===== config.mk =====
export PLATFORM = sky130hd
export DESIGN_NAME = rs_nand_flat
export DESIGN_NICKNAME = d
export VERILOG_FILES = /design/src/rtl/rs_nand_if.sv /design/src/rtl/rs_nand.sv /design/src/flat_wrapper.sv
export SDC_FILE = /design/constraint.sdc
export NUM_CORES = 1
export LEC_CHECK = 0
export ABC_AREA = 1
export BUFFER_PORTS_ARGS = -buffer_cell sky130_fd_sc_hd__buf_2
export CAP_MARGIN = 20
export CORE_AREA = 2 2 39 41
export CTS_CLUSTER_DIAMETER = 80
export CTS_CLUSTER_SIZE = 14
export DETAILED_ROUTE_END_ITERATION = 16
export DIE_AREA = 0 0 41 43
export GPL_TIMING_DRIVEN = 0
export PLACE_DENSITY = 0.46
export SLEW_MARGIN = 5
export SYNTH_ARGS = -nofsm -noshare
export SYNTH_HDL_FRONTEND = slang
export SYNTH_SLANG_ARGS = --single-unit

===== constraint.sdc =====
create_clock -name clk -period 1 [get_ports clk]
set_clock_uncertainty 0.1 [all_clocks]
set_input_delay 0.1 -clock clk [delete_from_list [all_inputs] [get_ports clk]]
set_output_delay 0.1 -clock clk [all_outputs]
set_load 0.02 [all_outputs]

===== src/rtl/rs_nand_if.sv =====
// Pin bundle for the registered NAND RS latch; counter signals exist only when
// RS_NAND_EVENT_CNT_EN is defined.
interface rs_nand_if #(
   parameter int CNT_W = 8
);

   logic Sn;
   logic Rn;
   logic Q;
   logic Qn;
   logic stored;
   logic forbidden;
   logic race;

`ifdef RS_NAND_EVENT_CNT_EN
   logic [CNT_W-1:0] set_cnt;
   logic [CNT_W-1:0] rst_cnt;
   logic [CNT_W-1:0] forb_cnt;

   modport master (
      output Sn, Rn,
      input  Q, Qn, stored, forbidden, race, set_cnt, rst_cnt, forb_cnt
   );

   modport slave (
      input  Sn, Rn,
      output Q, Qn, stored, forbidden, race, set_cnt, rst_cnt, forb_cnt
   );
`else
   modport master (
      output Sn, Rn,
      input  Q, Qn, stored, forbidden, race
   );

   modport slave (
      input  Sn, Rn,
      output Q, Qn, stored, forbidden, race
   );
`endif

   if (CNT_W < 1) begin : g_bad_cnt_w
      $error("rs_nand_if: CNT_W must be at least 1");
   end

endinterface


===== src/rtl/rs_nand.sv =====
// Registered, glitch-free model of a cross-coupled NAND RS latch with input
// synchronizer; define RS_NAND_EVENT_CNT_EN to add saturating event counters.
module rs_nand #(
   parameter int SYNC_STAGES = 2,
   parameter int CNT_W       = 8
) (
   input logic     clk,
   input logic     rst,
   rs_nand_if.slave bus
);

   localparam logic [1:0] SR_FORB = 2'b00;
   localparam logic [1:0] SR_SET  = 2'b01;
   localparam logic [1:0] SR_CLR  = 2'b10;
   localparam logic [1:0] SR_HOLD = 2'b11;

   // The FORB states remember which value was held before entering 00.
   typedef enum logic [1:0] {
      ST_LOW       = 2'b00,
      ST_HIGH      = 2'b01,
      ST_FORB_LOW  = 2'b10,
      ST_FORB_HIGH = 2'b11
   } state_t;

   if (SYNC_STAGES < 0 || SYNC_STAGES > 4) begin : g_bad_sync
      $error("rs_nand: SYNC_STAGES must be in 0..4");
   end

   if (CNT_W < 1) begin : g_bad_cnt_w
      $error("rs_nand: CNT_W must be at least 1");
   end

   // ---- stage p0: synchronized inputs ----
   logic       s_p0;
   logic       r_p0;
   logic [1:0] sr_p0;
   logic [1:0] sr_prev;

   if (SYNC_STAGES == 0) begin : g_nosync
      assign s_p0 = bus.Sn;
      assign r_p0 = bus.Rn;
   end else begin : g_sync
      logic [SYNC_STAGES-1:0] sn_sync;
      logic [SYNC_STAGES-1:0] rn_sync;

      // Loading ones on reset makes release look like a plain hold.
      always_ff @(posedge clk) begin
         if (rst) begin
            sn_sync <= '1;
            rn_sync <= '1;
         end else begin
            sn_sync[0] <= bus.Sn;
            rn_sync[0] <= bus.Rn;
            for (int i = 1; i < SYNC_STAGES; i++) begin
               sn_sync[i] <= sn_sync[i-1];
               rn_sync[i] <= rn_sync[i-1];
            end
         end
      end

      assign s_p0 = sn_sync[SYNC_STAGES-1];
      assign r_p0 = rn_sync[SYNC_STAGES-1];
   end

   assign sr_p0 = {s_p0, r_p0};

   // ---- stage p1: latch state and registered outputs ----
   state_t state_p1;
   state_t state_nxt;
   logic   q_p1, qn_p1, stored_p1, forb_p1, race_p1;
   logic   q_nxt, qn_nxt, stored_nxt, forb_nxt, race_nxt;
   logic   held_high;

   always_ff @(posedge clk) begin
      if (rst) begin
         state_p1  <= ST_LOW;
         q_p1      <= 1'b0;
         qn_p1     <= 1'b1;
         stored_p1 <= 1'b0;
         forb_p1   <= 1'b0;
         race_p1   <= 1'b0;
         sr_prev   <= SR_HOLD;
      end else begin
         state_p1  <= state_nxt;
         q_p1      <= q_nxt;
         qn_p1     <= qn_nxt;
         stored_p1 <= stored_nxt;
         forb_p1   <= forb_nxt;
         race_p1   <= race_nxt;
         sr_prev   <= sr_p0;
      end
   end

   always_comb begin
      state_nxt  = state_p1;
      q_nxt      = 1'b0;
      qn_nxt     = 1'b1;
      stored_nxt = 1'b0;
      forb_nxt   = 1'b0;
      race_nxt   = 1'b0;
      held_high  = (state_p1 == ST_HIGH) || (state_p1 == ST_FORB_HIGH);

      case (sr_p0)
         SR_SET:  state_nxt = ST_HIGH;
         SR_CLR:  state_nxt = ST_LOW;
         SR_HOLD: state_nxt = held_high ? ST_HIGH : ST_LOW;
         SR_FORB: state_nxt = held_high ? ST_FORB_HIGH : ST_FORB_LOW;
         default: state_nxt = state_p1;
      endcase

      case (state_nxt)
         ST_HIGH: begin
            q_nxt      = 1'b1;
            qn_nxt     = 1'b0;
            stored_nxt = 1'b1;
         end
         ST_FORB_LOW: begin
            q_nxt    = 1'b1;
            qn_nxt   = 1'b1;
            forb_nxt = 1'b1;
         end
         ST_FORB_HIGH: begin
            q_nxt      = 1'b1;
            qn_nxt     = 1'b1;
            stored_nxt = 1'b1;
            forb_nxt   = 1'b1;
         end
         default: begin
            q_nxt  = 1'b0;
            qn_nxt = 1'b1;
         end
      endcase

      // Only a direct 00 -> 11 step races; 01/10 exits resolve normally.
      race_nxt = (sr_prev == SR_FORB) && (sr_p0 == SR_HOLD);
   end

   assign bus.Q         = q_p1;
   assign bus.Qn        = qn_p1;
   assign bus.stored    = stored_p1;
   assign bus.forbidden = forb_p1;
   assign bus.race      = race_p1;

`ifdef RS_NAND_EVENT_CNT_EN
   // ---- stage p1: event counters, edges into a state only ----
   logic [CNT_W-1:0] set_cnt_p1;
   logic [CNT_W-1:0] rst_cnt_p1;
   logic [CNT_W-1:0] forb_cnt_p1;
   logic             set_edge, clr_edge, forb_edge;

   function automatic logic [CNT_W-1:0] sat_inc(input logic [CNT_W-1:0] v);
      return (&v) ? v : v + CNT_W'(1);
   endfunction

   assign set_edge  = (sr_p0 == SR_SET)  && (sr_prev != SR_SET);
   assign clr_edge  = (sr_p0 == SR_CLR)  && (sr_prev != SR_CLR);
   assign forb_edge = (sr_p0 == SR_FORB) && (sr_prev != SR_FORB);

   always_ff @(posedge clk) begin
      if (rst) begin
         set_cnt_p1  <= '0;
         rst_cnt_p1  <= '0;
         forb_cnt_p1 <= '0;
      end else begin
         if (set_edge)  set_cnt_p1  <= sat_inc(set_cnt_p1);
         if (clr_edge)  rst_cnt_p1  <= sat_inc(rst_cnt_p1);
         if (forb_edge) forb_cnt_p1 <= sat_inc(forb_cnt_p1);
      end
   end

   assign bus.set_cnt  = set_cnt_p1;
   assign bus.rst_cnt  = rst_cnt_p1;
   assign bus.forb_cnt = forb_cnt_p1;
`endif

   // Complementary outputs must hold outside forbidden; race never overlaps it.
   always_ff @(posedge clk) begin
      if (!rst) begin
         assert (forb_p1 || (q_p1 != qn_p1))
            else $error("rs_nand: Q and Qn not complementary outside forbidden");
         assert (!(race_p1 && forb_p1))
            else $error("rs_nand: race asserted while forbidden");
      end
   end

endmodule


===== src/flat_wrapper.sv =====
// flat-port wrapper written by rule: the top's interface ports become plain ports
module rs_nand_flat 
#(
   parameter int SYNC_STAGES = 2,
   parameter int CNT_W       = 8
)
  (clk, rst, bus_Sn, bus_Rn, bus_Q, bus_Qn, bus_stored, bus_forbidden, bus_race);
  rs_nand_if #(.CNT_W(CNT_W)) bus_i ();
  input logic clk;
  input logic rst;
  input wire logic [$bits(bus_i.Sn)-1:0] bus_Sn;
  input wire logic [$bits(bus_i.Rn)-1:0] bus_Rn;
  output wire logic [$bits(bus_i.Q)-1:0] bus_Q;
  output wire logic [$bits(bus_i.Qn)-1:0] bus_Qn;
  output wire logic [$bits(bus_i.stored)-1:0] bus_stored;
  output wire logic [$bits(bus_i.forbidden)-1:0] bus_forbidden;
  output wire logic [$bits(bus_i.race)-1:0] bus_race;
  assign bus_i.Sn = bus_Sn;
  assign bus_i.Rn = bus_Rn;
  assign bus_Q = bus_i.Q;
  assign bus_Qn = bus_i.Qn;
  assign bus_stored = bus_i.stored;
  assign bus_forbidden = bus_i.forbidden;
  assign bus_race = bus_i.race;
  rs_nand #(.SYNC_STAGES(SYNC_STAGES), .CNT_W(CNT_W)) u_core (.clk(clk), .rst(rst), .bus(bus_i));
endmodule

Word level (Yosys, flattened, before mapping)
Cells that the tools add are included.
{ "classes": {"n_addsub": 0, "n_shift": 0, "n_reduce_logical": 7, "n_mul": 0, "n_div": 0, "n_lt_le_gt_ge": 0, "n_eq_ne": 8, "n_mux": 7, "n_bitwise": 0} }
{ "op_table": {"columns": ["op", "count"], "rows": [
  ["2-bit == test (second input constant)", 5],
  ["2-bit one-hot mux with 4 select lines", 1],
  ["2-bit by 1-bit == test with 1-bit output (second input constant)", 3],
  ["1-bit two-way mux", 6],
  ["2-bit zero test", 2],
  ["2-bit OR reduction", 2],
  ["3-bit OR reduction", 1],
  ["1-bit logical AND", 1],
  ["1-bit logical OR", 1]
]} }
{ "word_totals": {"latchBits": 0, "register_bits": 13, "n_memories": 0, "wordCells": 31, "ramBits": 0, "output_inout_bits": 5, "rom_bits": 0} }

Longest topological paths before layout
Gate-level depths: netlist (run 1).
{ "logic_depth": {"word_depth": 7, "depth_mapped": 3, "ltp_nobuf": 3} }

Worst setup path before layout (run 1)
Ideal clock, no wire load.
{ "synth_timing": {"path_type": "flip-flop to flip-flop", "startpoint": "reg u_core.g_sync.sn_sync[1]", "endpoint": "reg u_core.stored_p1 (netlist: u_core.bus.stored)", "slack_ps": 202, "path_buffers": 0, "t_arrival_ps": 581, "required_ps": 783, "stages_incl_launch_ff": 4, "setup_ps": 117, "cell_sequence": "dfxtp_1 inv_1 a21oi_2 nor2_1"} }
{ "synth_between": {"elab_chain_len": 5, "word_cells_on_any_way": 9} }
{ "synth_lines": {"columns": ["element", "line", "text"], "rows": [
  ["from (decl)", "rs_nand.sv:43", "logic [SYNC_STAGES-1:0] sn_sync;"],
  ["from (signal, indexed assignment)", "rs_nand.sv:55", "sn_sync[i] <= sn_sync[i-1];"],
  ["2-bit == test (tied with other cells)", "rs_nand.sv:103", "case (sr_p0)"],
  ["2-bit one-hot mux with 4 select lines (*)", "rs_nand.sv:103", null],
  ["2-bit == test / 2-bit by 1-bit == test with 1-bit output (equally long branches)", "rs_nand.sv:111", "case (state_nxt)"],
  ["2-bit OR reduction (no source line) (*)", null, null],
  ["1-bit two-way mux (*)", "rs_nand.sv:111", null],
  ["to (signal assigned)", "rs_nand.sv:87", "stored_p1 <= stored_nxt;"],
  ["to (decl)", "rs_nand.sv:70", "logic q_p1, qn_p1, stored_p1, forb_p1, race_p1;"]
]} }
Every way passes the cells marked *; elsewhere a longest branch is shown, timed or not.
A chain may end at the register's enable or synchronous reset.

Final worst setup path (run 1)
{ "layout_timing": {"startpoint": "in rst", "endpoint": "reg u_core.g_sync.rn_sync[0]"} }
{ "layout_rtl": {"columns": ["element", "line", "text"], "rows": [
  ["from (decl)", "flat_wrapper.sv:10", "input logic rst;"],
  ["to (signal assigned)", "rs_nand.sv:53", "rn_sync[0] <= bus.Rn;"],
  ["to (signal, indexed assignment)", "rs_nand.sv:56", "rn_sync[i] <= rn_sync[i-1];"],
  ["to (decl)", "rs_nand.sv:44", "logic [SYNC_STAGES-1:0] rn_sync;"]
]} }
No word-level cell between the ends.

==> impl_metrics.tcl, run 1 <==
set metrics [dict create \
    clock_path_buffers 2 \
    yosysSeqAreaShare_pct 69.8 \
    synthCells 34 \
    drt_pass1_iterations 2 \
    crit_buf_inv 2 \
    synth_top_area_cell "dfxtp_1" \
    finalHoldViolCount 0 \
    hold_path.class "reg2reg" \
    fp-row-count 14 \
    synthFlopType "dfxtp_1" \
    yosys_warnings 0 \
    grt-ovfl-total 0 \
    synth_area_leaders "dfxtp_1 (70%), or2_1 (7.3%), nor2_1 (6.5%)" \
    cts.sinks 12 \
    gr-usage-all-layers_pct 7.70 \
    grt.busiest_layer "met4" \
    netlist_area_sq_um 344 \
    io_pins 9 \
    crit_end "u_core.g_sync.rn_sync[0]$_SDFF_PP1_" \
    synth.most_common_cell "dfxtp_1" \
    synthDistinctLibCells 8 \
    synth_common_cells "dfxtp_1 (12), nor2_1 (6), nand2_1 (5)" \
    synth_fp_nets 38 \
    cp_top_family "buffers and inverters" \
    synth.ff_latch_count 12 \
    reg2reg_to "u_core.bus.stored$_SDFF_PP0_" \
    cp.depth 3 \
    synth-async-reset-ratio_pct 0 \
    die_x_microns 41 \
    synthAdderAreaFrac_pct 0 \
    drive_gt1_share_pct 30.6 \
    cts_buffers 3 \
    path_max_fanout 6 \
    reg2reg_slack_ns 0.14 \
    start_util_pct 24.9 \
    required_ns 1.06 \
    synth_top_area_share_pct 69.8 \
    synth_edf_count 0 \
    grt_setup_unrepaired "false" \
    final_max_slew_viol_count 0 \
    dieArea_sq_um 1760 \
    cp.arrival_ns 1.00 \
    grt_max_degree 8 \
    die_h_microns 43 \
    syn_avg_cell_area_sq_um 10.1 \
    p_leak_nw 0.222 \
    max_slew.worst_pin.slew_ns 0.169 \
    slowest_stage "dlygate4sd3_1" \
    numPortBuffers 8 \
    r2r_start "u_core.g_sync.sn_sync[1]$_SDFF_PP1_" \
    synth_top_family_by_area "simple AND/OR/NAND/NOR gates" \
    finalWorstSetupSlack_ns 0.0619 \
    start_kind "primary input" \
    cts_max_level 1 \
    dp_slack_ns 0.135 \
    clockRootBuffer "clkbuf_4" \
    wl_per_cell_microns 7.54 \
    hpwlAfterDp_microns 321 \
    antenna_found_initial 0 \
    max_slew_margin_pct 88.7 \
    setup_viol 0 \
    max-vdd-ir-drop_v 0.000759 \
    path_cells "dlygate4sd3_1 > buf_2 > or2_1" \
    nets 54 \
    cts_tree "done" \
    cap_violations 0 \
    antenna_left 0 \
    synth_xor_area_share_pct 0 \
    fmax_mhz 1070 \
    grt.met3_usage_pct 6.28 \
    core_sq_um 1380 \
    setup.worst_path.start "rst" \
    cts.clk_slew.worst_paths_ns 0.07 \
    clock_latency_ns 0.27 \
    drc 0 \
    syn2layout_area_growth_pct 36.7 \
    cpPeakStageDelay_ns 0.53 \
    gr-usage-met1_pct 7.62 \
    cts_resized 0 \
    gp_congestion 0.595 \
    muxShareOfSynthArea_pct 0 \
    fin_util_pct 34.0 \
    p_per_area_nw_per_um2 1990 \
    num_vias 240 \
    viasPerCell 3.69 \
    drt_wl_total_microns 490 \
    period_share_pct 93.8 \
    grt.met2_usage_pct 8.13 \
    outcome "finished clean" \
    rr_worst_depth 3 \
    drt-initial-drc-count 1 \
    antenna_cells 0 \
    min_period_ns 0.938 \
    path_class "in2reg" \
    synth_simple_gate_area_share_pct 19.3 \
    tns_ns 0 \
    grt_pass1_wl_microns 786 \
    grt_pass1_vias 204 \
    crit_path_end_kind "flip-flop" \
    synth-compound-area-share_pct 6.55 \
    cts_setup_buffers 0 \
]
[placed cells by master (no fill, tap or decap), drive strengths merged]
master       instances
o21ai                1
nand2                5
inv                  4
buf                  8
a21oi                2
clkbuf               4
dfxtp               12
or2                  4
dlygate4sd3          3
nor2                 6
[timing repair]
action | in CTS | in global routing
hold endpoints to repair | 5 | 0
hold buffers | 3 | 0
setup endpoints to repair | 0 | 0
[registers in the layout, summed over array words and instances (netlist names)]
signal and count:
u_core.bus.stored 1, u_core.state_p1 2, u_core.g_sync.rn_sync 2, u_core.bus.race 1, u_core.bus.Q 1, u_core.sr_prev 2, u_core.g_sync.sn_sync 2, u_core.bus.Qn 1
[worst register-to-register path: stages (launching register included)]
cell	delay (ns)
dfxtp_1	0.37
inv_1	0.08
a21oi_2	0.15
nor2_1	0.07
[cell families (layout without fill, tap and decap cells)]
| logic type | count (synthesis) | in the layout |
|---|---|---|
| buffers and inverters | 4 | 19 |
| flip-flops | 12 | 12 |
| AO/OA/AOI/OAI | 3 | 3 |
| AND/OR/NAND/NOR | 15 | 15 |
[metrics by stage]
| step | hold slack (ns) | power, mW | instances | area [sq um] |
|---|---|---|---|---|
| floorplan | 0.0724 | 0.543 | 34 | 344 |
| global placement | 0.177 | 0.560 | 58 | 404 |
| detailed placement | 0.179 | 0.560 | 58 | 404 |
| CTS | 0.307 | 0.959 | 65 | 470 |
| global route | 0.330 | 0.988 | 65 | 470 |
| finish | 0.303 | 0.935 | 65 | 470 |
[worst min path at each step]
stage / from / end / slack, ns / cells past startpoint
after floorplan: rst / u_core.bus.Q$_SDFF_PP0_ / 0.07 / 1
after global placement: bus_Sn / u_core.g_sync.sn_sync[0]$_SDFF_PP1_ / 0.18 / 2
after detailed placement: bus_Sn / u_core.g_sync.sn_sync[0]$_SDFF_PP1_ / 0.18 / 2
after CTS: u_core.g_sync.rn_sync[0]$_SDFF_PP1_ / u_core.g_sync.rn_sync[1]$_SDFF_PP1_ / 0.31 / 1
after global routing: u_core.g_sync.sn_sync[0]$_SDFF_PP1_ / u_core.g_sync.sn_sync[1]$_SDFF_PP1_ / 0.33 / 1
final: u_core.g_sync.rn_sync[0]$_SDFF_PP1_ / u_core.g_sync.rn_sync[1]$_SDFF_PP1_ / 0.30 / 1
[layer usage]
layer	up-vias	part of all wire [%]
met5	-	0
met4	0	5.9
met3	5	8.6
met2	10	40
met1	94	45
li1	131	-
[area by class of cell]
| type | instances | area (sq um) |
|---|---|---|
| well taps | 16 | 20.0 |
| fillers | 144 | 913 |
| flip-flops and latches | 12 | 240 |
| inverters | 4 | 15.0 |
| clock buffers | 4 | 36.3 |
| multi-input cells | 18 | 88.8 |
| repair buffers | 11 | 70.1 |
[where the power goes]
group / internal, mW / leakage [nW] / switching, mW
sequential: 0.495 / 0.0984 / 0.00733
combinational: 0.0267 / 0.103 / 0.0275
clock: 0.221 / 0.0210 / 0.157
Power figures use the tool's default switching activity.
==> run 2: changes to the inputs <==
--- a/config.mk
+++ b/config.mk
@@ -13,7 +13,7 @@
 export CTS_CLUSTER_SIZE = 14
 export DETAILED_ROUTE_END_ITERATION = 16
 export DIE_AREA = 0 0 41 43
-export GPL_TIMING_DRIVEN = 0
+export GPL_TIMING_DRIVEN = 1
 export PLACE_DENSITY = 0.46
 export SLEW_MARGIN = 5
 export SYNTH_ARGS = -nofsm -noshare
==> impl_metrics.tcl, run 2 (same netlist as run 1, synthesis figures left out) <==
set metrics [dict create \
    hold_depth 1 \
    hold_path.class "reg2reg" \
    final_common_cell "dfxtp_1" \
    gr-usage-all-layers_pct 7.38 \
    crit_path_end_kind "flip-flop" \
    max_slew_margin_pct 89.6 \
    setup_viol 0 \
    grt_pass1_wl_microns 786 \
    drive_gt1_share_pct 29.2 \
    max_slew.worst_pin.slew_ns 0.155 \
    antenna_found_initial 0 \
    dr_wl_met2_microns 210 \
    finalHoldViolCount 0 \
    report.power.total_mw 0.838 \
    max-vdd-ir-drop_v 0.000626 \
    gp_congestion 0.657 \
    clockRootBuffer "clkbuf_4" \
    dp_cells 58 \
    fin_cells 64 \
    p_leak_nw 0.216 \
    antenna_left 0 \
    cts_tree "done" \
    wl_per_cell_microns 7.45 \
    start_util_pct 24.9 \
    cts.sinks 12 \
    final_max_slew_viol_count 0 \
    tns_ns 0 \
    rr_worst_depth 3 \
    syn2layout_area_growth_pct 33.5 \
    layout_common_cells "dfxtp_1 (12), buf_2 (7), nor2_1 (6)" \
    wl_met3_microns 34 \
    outcome "finished clean" \
    grt_max_degree 7 \
    required_ns 1.06 \
    dieArea_sq_um 1760 \
    path_class "in2reg" \
    top_layer_used "met3" \
    cts_max_level 1 \
    period_share_pct 95.3 \
    grt_setup_unrepaired "false" \
    r2r_start "u_core.g_sync.sn_sync[1]$_SDFF_PP1_" \
    grt_pass1_vias 208 \
    reg2reg_slack_ns 0.13 \
    hpwlAfterDp_microns 331 \
    drt_pass1_iterations 4 \
    fin_hold_ws_ns 0.303 \
    drt-initial-drc-count 2 \
    drt_wl_total_microns 477 \
    hold_end "u_core.g_sync.rn_sync[1]$_SDFF_PP1_" \
    p_per_area_nw_per_um2 1830 \
    hp-start "u_core.g_sync.rn_sync[0]$_SDFF_PP1_" \
    cts.clk_slew.worst_paths_ns 0.07 \
    nets 54 \
    cap_violations 0 \
    io_pins 9 \
    reg2reg_to "u_core.state_p1[0]$_SDFF_PP0_" \
    num_vias 235 \
    cts_buffers 3 \
    drt-met1-wl_microns 232 \
    cp.arrival_ns 1.01 \
    viasPerCell 3.67 \
    clock_latency_ns 0.26 \
    start_kind "primary input" \
    drc 0 \
    die_x_microns 41 \
    fmax_mhz 1050 \
    numPortBuffers 8 \
    grt-ovfl-total 0 \
    clock_path_buffers 2 \
    antenna_cells 0 \
    min_period_ns 0.953 \
    die_h_microns 43 \
    path_max_fanout 6 \
    fp-row-count 14 \
    core_sq_um 1380 \
]
-- run 2: changes by cell type in the layout (fill, tap and decap cells not counted) --
| cell | before | now |
|---|---|---|
| buf_2 | 8 | 7 |
| buf_4 | 0 | 1 |
| clkbuf_8 | 1 | 0 |
-- run 2: layout make-up --
cell class / count / area [sq um]
Fill cell: 146 / 925
Sequential cell: 12 / 240
Multi-Input combinational cell: 18 / 88.8
Timing Repair Buffer: 11 / 72.6
Clock buffer: 3 / 22.5
Tap cell: 16 / 20.0
Inverter: 4 / 15.0
-- run 2: through the flow --
step	utilization, %	instance area [sq um]	worst slack, ns
5_1_grt	33.2	459	0.000369
4_1_cts	33.0	457	0.0585
3_5_place_dp	29.2	404	0.133
2_1_floorplan	-	344	0.202
3_3_place_gp	29.2	404	0.131
6_report	33.2	459	0.0469
-- run 2: critical path: stages --
cell and delay [ns]:
dlygate4sd3_1 0.54, buf_4 0.16, or2_1 0.21
-- run 2: what timing repair did --
| item | 4_1_cts | 5_1_grt |
|---|---|---|
| resized for setup | 0 | 1 |
| buffers inserted | 0 | 0 |
| hold buffers | 3 | 0 |
| hold endpoints to repair | 4 | 0 |
| endpoints found under the setup margin | 0 | 2 |
-- run 2: worst max path at each step --
stage	start	end	slack, ns	depth (start not counted)
CTS	rst	u_core.g_sync.rn_sync[0]$_SDFF_PP1_	0.06	3
global placement	u_core.g_sync.sn_sync[1]$_SDFF_PP1_	u_core.bus.stored$_SDFF_PP0_	0.13	3
global route	rst	u_core.bus.stored$_SDFF_PP0_	0.0004	5
floorplan	u_core.g_sync.sn_sync[1]$_SDFF_PP1_	u_core.bus.stored$_SDFF_PP0_	0.20	3
finish	rst	u_core.g_sync.rn_sync[0]$_SDFF_PP1_	0.05	3
detailed placement	u_core.g_sync.sn_sync[1]$_SDFF_PP1_	u_core.state_p1[0]$_SDFF_PP0_	0.13	3
-- run 2: report_power, final --
part	total [mW]	switching, mW	leakage, nW	internal (mW)
clock	0.280	0.141	0.0138	0.139
sequential	0.502	0.00717	0.0984	0.495
combinational	0.0561	0.0282	0.104	0.0279
total	0.838	0.176	0.216	0.662
-- run 2: metal layers --
layer,up-vias,track usage (%)
met5,-,0
met4,0,6.00
met3,0,6.28
met2,7,8.44
met1,98,8.22
li1,130,-
